==> src/rtl/irq_dispatch_ctrl.sv <==
// SM83 interrupt dispatch sequencer: pushes PC, clears the serviced IF
// bit and IME, then jumps to the vector of the highest-priority source.

package irq_dispatch_pkg;

    typedef enum logic [3:0] {
        REG_A   = 4'd0,
        REG_F   = 4'd1,
        REG_B   = 4'd2,
        REG_C   = 4'd3,
        REG_D   = 4'd4,
        REG_E   = 4'd5,
        REG_H   = 4'd6,
        REG_L   = 4'd7,
        REG_SPH = 4'd8,
        REG_SPL = 4'd9,
        REG_PCH = 4'd10,
        REG_PCL = 4'd11
    } register_n_t;

    typedef enum logic [2:0] {
        REG_AF = 3'd0,
        REG_BC = 3'd1,
        REG_DE = 3'd2,
        REG_HL = 3'd3,
        REG_SP = 3'd4,
        REG_PC = 3'd5
    } register_nn_t;

endpackage

module irq_dispatch_ctrl
    import irq_dispatch_pkg::*;
#(
    parameter int          N_IRQ      = 5,
    parameter logic [15:0] VEC_BASE   = 16'h0040,
    parameter int          VEC_STRIDE = 8
) (
    input  logic               clk,
    input  logic               rst_n,
    input  logic               instr_boundary,
    input  logic               ime,
    input  logic [N_IRQ-1:0]   ie,
    input  logic [N_IRQ-1:0]   if_,
    output logic               busy,
    output logic               done,
    output logic               halt_wake,
    output logic [N_IRQ-1:0]   if_clear,
    output logic               ime_clear,
    output logic               rf_read_r,
    output register_n_t        rf_read_reg_r,
    input  logic [7:0]         rf_data_r,
    output logic               rf_read_rr,
    output register_nn_t       rf_read_reg_rr,
    input  logic [15:0]        rf_data_rr,
    output logic               rf_write_rr,
    output register_nn_t       rf_write_reg_rr,
    output logic [15:0]        rf_data_in_rr,
    output logic               mem_we,
    output logic [15:0]        mem_addr,
    output logic [7:0]         mem_wdata,
    input  logic               mem_ack
);

    localparam int IW = (N_IRQ > 1) ? $clog2(N_IRQ) : 1;

    typedef enum logic [2:0] {
        S_IDLE   = 3'd0,
        S_WAIT   = 3'd1,
        S_DEC_H  = 3'd2,
        S_PUSH_H = 3'd3,
        S_DEC_L  = 3'd4,
        S_PUSH_L = 3'd5,
        S_JUMP   = 3'd6
    } state_t;

    state_t         state_q, state_d;
    logic [IW-1:0]  idx_q, idx_d;
    logic           cancel_q, cancel_d;

    logic [N_IRQ-1:0] pend;
    logic [IW-1:0]    sel;
    logic [15:0]      vec;

    assign pend      = ie & if_;
    assign halt_wake = |pend;
    assign vec       = VEC_BASE + (16'(VEC_STRIDE) * 16'(idx_q));

    // Priority encoder: lowest set pending bit wins.
    always_comb begin
        sel = '0;
        for (int i = N_IRQ - 1; i >= 0; i--) begin
            if (pend[i]) begin
                sel = IW'(i);
            end
        end
    end

    // State, latched source index and cancel flag.
    always_ff @(posedge clk or negedge rst_n) begin
        if (!rst_n) begin
            state_q  <= S_IDLE;
            idx_q    <= '0;
            cancel_q <= 1'b0;
        end else begin
            state_q  <= state_d;
            idx_q    <= idx_d;
            cancel_q <= cancel_d;
        end
    end

    // Sequencing; the PUSH_H ack is the only point that looks at IE/IF again.
    always_comb begin
        state_d  = state_q;
        idx_d    = idx_q;
        cancel_d = cancel_q;
        unique case (state_q)
            S_IDLE: begin
                if (instr_boundary && ime && (|pend)) begin
                    idx_d    = sel;
                    cancel_d = 1'b0;
                    state_d  = S_WAIT;
                end
            end
            S_WAIT:  state_d = S_DEC_H;
            S_DEC_H: state_d = S_PUSH_H;
            S_PUSH_H: begin
                if (mem_ack) begin
                    if (pend == '0) begin
                        cancel_d = 1'b1;
                    end else begin
                        idx_d = sel;
                    end
                    state_d = S_DEC_L;
                end
            end
            S_DEC_L: state_d = S_PUSH_L;
            S_PUSH_L: begin
                if (mem_ack) begin
                    state_d = S_JUMP;
                end
            end
            S_JUMP: begin
                cancel_d = 1'b0;
                state_d  = S_IDLE;
            end
            default: state_d = S_IDLE;
        endcase
    end

    // Port drive per state; everything idles at zero outside its use.
    always_comb begin
        busy            = (state_q != S_IDLE);
        done            = 1'b0;
        if_clear        = '0;
        ime_clear       = 1'b0;
        rf_read_r       = 1'b0;
        rf_read_reg_r   = REG_A;
        rf_read_rr      = 1'b0;
        rf_read_reg_rr  = REG_AF;
        rf_write_rr     = 1'b0;
        rf_write_reg_rr = REG_AF;
        rf_data_in_rr   = 16'h0000;
        mem_we          = 1'b0;
        mem_addr        = 16'h0000;
        mem_wdata       = 8'h00;
        unique case (state_q)
            S_DEC_H, S_DEC_L: begin
                rf_read_rr      = 1'b1;
                rf_read_reg_rr  = REG_SP;
                rf_write_rr     = 1'b1;
                rf_write_reg_rr = REG_SP;
                rf_data_in_rr   = rf_data_rr - 16'd1;
            end
            S_PUSH_H, S_PUSH_L: begin
                rf_read_rr     = 1'b1;
                rf_read_reg_rr = REG_SP;
                rf_read_r      = 1'b1;
                rf_read_reg_r  = (state_q == S_PUSH_H) ? REG_PCH : REG_PCL;
                mem_we         = 1'b1;
                mem_addr       = rf_data_rr;
                mem_wdata      = rf_data_r;
            end
            S_JUMP: begin
                rf_write_rr     = 1'b1;
                rf_write_reg_rr = REG_PC;
                rf_data_in_rr   = cancel_q ? 16'h0000 : vec;
                ime_clear       = 1'b1;
                done            = 1'b1;
                if_clear        = cancel_q ? '0 : (N_IRQ'(1) << idx_q);
            end
            default: ;
        endcase
    end

endmodule

==> config.mk <==
export PLATFORM = sky130hd
export DESIGN_NAME = irq_dispatch_ctrl
export DESIGN_NICKNAME = d
export VERILOG_FILES = /design/src/rtl/irq_dispatch_ctrl.sv
export SDC_FILE = /design/constraint.sdc
export NUM_CORES = 1
export LEC_CHECK = 0
export CORE_MARGIN = 4
export CORE_UTILIZATION = 25
export DETAILED_ROUTE_END_ITERATION = 10
export PLACE_DENSITY_LB_ADDON = 0.15
export SETUP_SLACK_MARGIN = 0.02
export SYNTH_ARGS = -nofsm -noshare
export SYNTH_HDL_FRONTEND = slang
export SYNTH_SLANG_ARGS = --single-unit
==> constraint.sdc <==
create_clock -name clk -period 2.5 [get_ports clk]
set_input_delay 0.5 -clock clk [delete_from_list [all_inputs] [get_ports clk]]
set_output_delay 0.5 -clock clk [all_outputs]
set_load 0.02 [all_outputs]
# Word level (Yosys, flattened, before mapping)
# Cells that the tools add are included.
# op_classes
mux,31
reduce_logical,15
shifts,1
bitwise,1
eq_ne,11
n_addsub,2
# op_table
cell,count
3-bit two-way mux,12
16-bit case mux with 2 select lines,1
3-bit case mux with 6 select lines,1
16-bit two-way mux,1
8-bit two-way mux,2
"16-bit by 1-bit subtractor with 16-bit output, second input constant",1
3-bit case mux with 2 select lines,2
5-bit two-way mux,2
"2-bit inequality test, second input constant",5
"3-bit equality test, second input constant",3
"7-bit by 6-bit adder with 8-bit output, first input constant",1
1-bit two-way mux,8
4-bit AND reduction,2
"3-bit by 2-bit equality test with 1-bit output, second input constant",2
3-bit nonzero test,2
5-bit bitwise AND,1
5-bit logical NOT,1
5-bit OR reduction,1
"1-bit by 3-bit left shift with 5-bit output, first input constant",1
4-bit two-way mux,1
2-bit OR reduction,2
4-bit OR reduction,1
"3-bit by 1-bit equality test with 1-bit output, second input constant",1
3-bit logical NOT,1
other kinds (5),6
# word_totals
output_inout_bits,63
register_bits,7
wordCells,64
input_bits,39

# Depth between registers and ports, before layout
# depth
word_depth,9
mapped_depth,7
depth_no_buf,6

# Least setup slack after synthesis
# OpenSTA, ideal clock, no wires.
# synth_timing
path_type,input to output
start,input port rf_data_rr[0]
end,output port rf_data_in_rr[12]
cell_stages,7
slack_ps,63
arrival_time_ps,1937
path_buffers,1
path_cell_list,inv_1 > ha_1 > or4b_1 > buf_2 > nor4_4 > xnor2_1 > nor2_1
# synth_via
elab_chain_len,2
# synth_rtl
item,line_no,source
start: declaration,55,"input logic [15:0] rf_data_rr,"
16-bit by 1-bit subtractor with 16-bit output,173,rf_data_in_rr = rf_data_rr - 16'd1;
16-bit case mux with 2 select lines,167,unique case (state_q)
end: declaration,58,"output logic [15:0] rf_data_in_rr,"
# No other way between the ends.

# Worst setup path in the final report
# Ends and elaborated chain as after synthesis.

==> run_results.csv <==
group,metric,value,unit
timing,setup_slack,-0.0495,ns
placement,portBuffers,97,
setup_path,critPathRequiredTime,2.00,ns
timing,setup_viol,1,
routing,finalWirelength,4.67,mm
routing,drtAntennaViolNets,0,
timing,drv_slew,0,
synth,post-synth-top-area-cell,"dfrtp_1",
clock_tree,cts_root_buf,"clkbuf_8",
synth,yosys_warnings,0,
power_and_ir_drop,p_leak,1.24,nW
routing,drt_iter0_markers,54,
setup_path,cp-start-kind,"primary input",
run_status,violations,"negative setup slack",
placement,placed_cell_area,2290,sq um
die,fp.dieArea,5700,sq um
die,die_h,75.5,microns
clock_tree,cts.htree.levels,1,
run,max_cap_violations,0,
clock_tree,path_clk_slew,0.04,ns
setup_path,r2r_end,"idx_q[0]",
timing,finalClockSkew,0.00114,ns
setup_path,criticalPathCategory,"primary input to output port",
clock_tree,clk_path_buf_depth,2,
global_route,grt-ovfl-total,0,
global_route,grt_pass1_wl,7.09,mm
setup_path,ff2ff_setup_slack,0.85,ns
clock_tree,numClockSinks,7,
timing,rsz0062_at_grt,"true",
power_and_ir_drop,p_total,0.00232,W
global_route,grt_max_degree,28,
setup_path,end_kind,"output port",
synth,syn_area,1140,sq um
min_path,min_to,"idx_q[0]",
setup_path,regToRegStartpoint,"state_q[0]",
layout,fillers,432,
clock_tree,cts_tree,"done",
layout,nets,315,
synth,synth_edf_count,0,
routing,vias,1577,
timing,hold_viol_final,0,
die,initial_utilization,26.0,%
power_and_ir_drop,vdd_drop_max,0.000409,V
die,io_pins,102,
placement,place_hpwl,3.54,mm
synth,synth_top_cell_area_share,15.4,%
synth,synthArstFlopShare,100,%
timing,tns,-0.0495,ns
synth,syn_inst,162,
clock_tree,cts_buffers,3,
min_path,hold_path_class,"register to register",
timing,period_needed,2.55,ns
min_path,hp-start,"idx_q[0]",
global_route,grt_pass1_vias,1468,
power_and_ir_drop,powerDensity,959,nW/um^2
run_status,status,"complete, but fails checks",
routing,via_per_inst,4.84,
global_route,grt_util_all_layers,16.1,%
timing,final.period_utilization,102,%
layout,syn2layout_area_growth,113,%
synth,syn_area_per_cell,7.03,sq um
min_path,min_path_cells,1,
timing,fmax,0.392,GHz
synth,synth.distinct_cells,40,
placement,gp_congestion,0.788,
synth,synth_flop_cell,"dfrtp_1",
die,die-width,75.5,microns
global_route,antenna_found_initial,0,
clock_tree,clk_latency,0.23,ns
synth,ys_top_cells_by_count,"25 x and3_1, 17 x nor2_1, 14 x nand2_1, 12 x xnor2_1",
synth,yosys_register_bits,7,
setup_path,r2r_cells,5,
placement,pre_cts_ws,-0.855,ns
die,core_area,4380,sq um
layout,diodes,0,
synth,synth_seq_area_share,15.4,%
synth,synth_area_leaders,"dfrtp_1 15%, and3_1 14%, xnor2_1 9.2%",
synth,yosysMostFrequentCell,"and3_1",
layout,drive_gt1_share,27.4,%
setup_path,cp_max_fo,6,
setup_path,critPathArrivalTime,2.05,ns
routing,drc,0,
routing,route.detailed.wl_per_inst,14.3,microns
routing,first_pass_iters,4,
die,floorplan.rows,24,
layout,fin_area,2420,sq um
[sequential cells by signal, indices dropped and copies added (netlist names)]
name and cells:
idx_q 3, state_q 3, cancel_q 1
[critical path: stages]
cell,delay (ns)
buf_8,0.10
inv_4,0.05
ha_4,0.11
or4b_4,0.46
buf_8,0.16
nor4_4,0.26
xnor2_1,0.09
nor2_1,0.14
buf_4,0.18
[cells in the final DEF (no fill, tap or decap), types with 3 or more instances in the layout]
cell,instances
a21o_1,3
o21ai_0,3
nand2_1,14
clkbuf_8,3
buf_2,5
dfrtp_1,7
nor4_4,5
nand3_1,3
xnor2_1,12
clkdlybuf4s15_1,3
and3_1,25
dlygate4sd2_1,5
buf_6,5
nor2_1,17
clkdlybuf4s50_1,59
dlymetal6s2s_1,9
inv_1,6
a21oi_1,6
clkbuf_2,5
buf_4,32
nor3_1,3
conb_1,4
or4_4,3
[power by group]
part           total (W)  leakage [nW]  switching (W)  internal (W)
combinational    0.00194          1.13        0.00106      0.000880
sequential      0.000230        0.0859      0.0000630      0.000167
clock           0.000158        0.0228      0.0000479      0.000110
[how the worst max path moves through the flow]
stage | startpoint | slack, ns | endpoint
final | rf_data_rr[0] | -0.05 | rf_data_in_rr[12]
after global routing | rf_data_rr[1] | -0.09 | rf_data_in_rr[12]
after CTS | rf_data_rr[1] | -0.01 | rf_data_in_rr[12]
after detailed placement | rf_data_rr[0] | -0.86 | rf_data_in_rr[14]
after global placement | rf_data_rr[0] | -0.81 | rf_data_in_rr[14]
after floorplan | rf_data_rr[0] | 0.06 | rf_data_in_rr[12]
[logic make-up after synthesis]
| family | after synthesis | synth area share [%] |
|---|---|---|
| AND/OR/NAND/NOR | 86 | 45.6 |
| buffers and inverters | 30 | 13.4 |
| AO/OA/AOI/OAI | 23 | 13.2 |
| XOR/XNOR | 13 | 10.0 |
| flip-flops | 7 | 15.4 |
| adder cells (fa/ha/maj) | 1 | 1.10 |
| other | 1 | 0.329 |
| multiplexers | 1 | 0.989 |
[routing by layer]
metal	vias to the layer above	GRT usage [%]	wire length (microns)
met5	-	0	0
met4	0	3.69	58
met3	6	4.88	428
met2	67	27.3	2220
met1	719	20.1	1970
li1	785	-	-
[final cells by class]
class	count	area [sq um]	area share, %
repair buffers	127	1180	48.9
multi-input cells	128	918	37.9
flip-flops and latches	7	175	7.23
well taps	52	65.1	2.68
clock buffers	4	45.0	1.86
inverters	8	35.0	1.45
[through the flow]
stage / instances / utilization [%] / hold WS (ns)
floorplan: 165 / - / 0.204
global placement: 321 / 52.2 / 0.519
detailed placement: 321 / 52.2 / 0.528
CTS: 326 / 55.0 / 0.535
global route: 326 / 55.3 / 0.557
finish: 326 / 55.3 / 0.529
[what timing repair did]
action                                  4_1_cts  5_1_grt
endpoints found under the hold margin         0        0
gates resized for setup                     113       26
endpoints found under the setup margin       19       18
buffers inserted                              1        0
pin swaps                                    16       10
hold buffers                                  0        0
No activity file was read; power rests on OpenSTA's default activity.
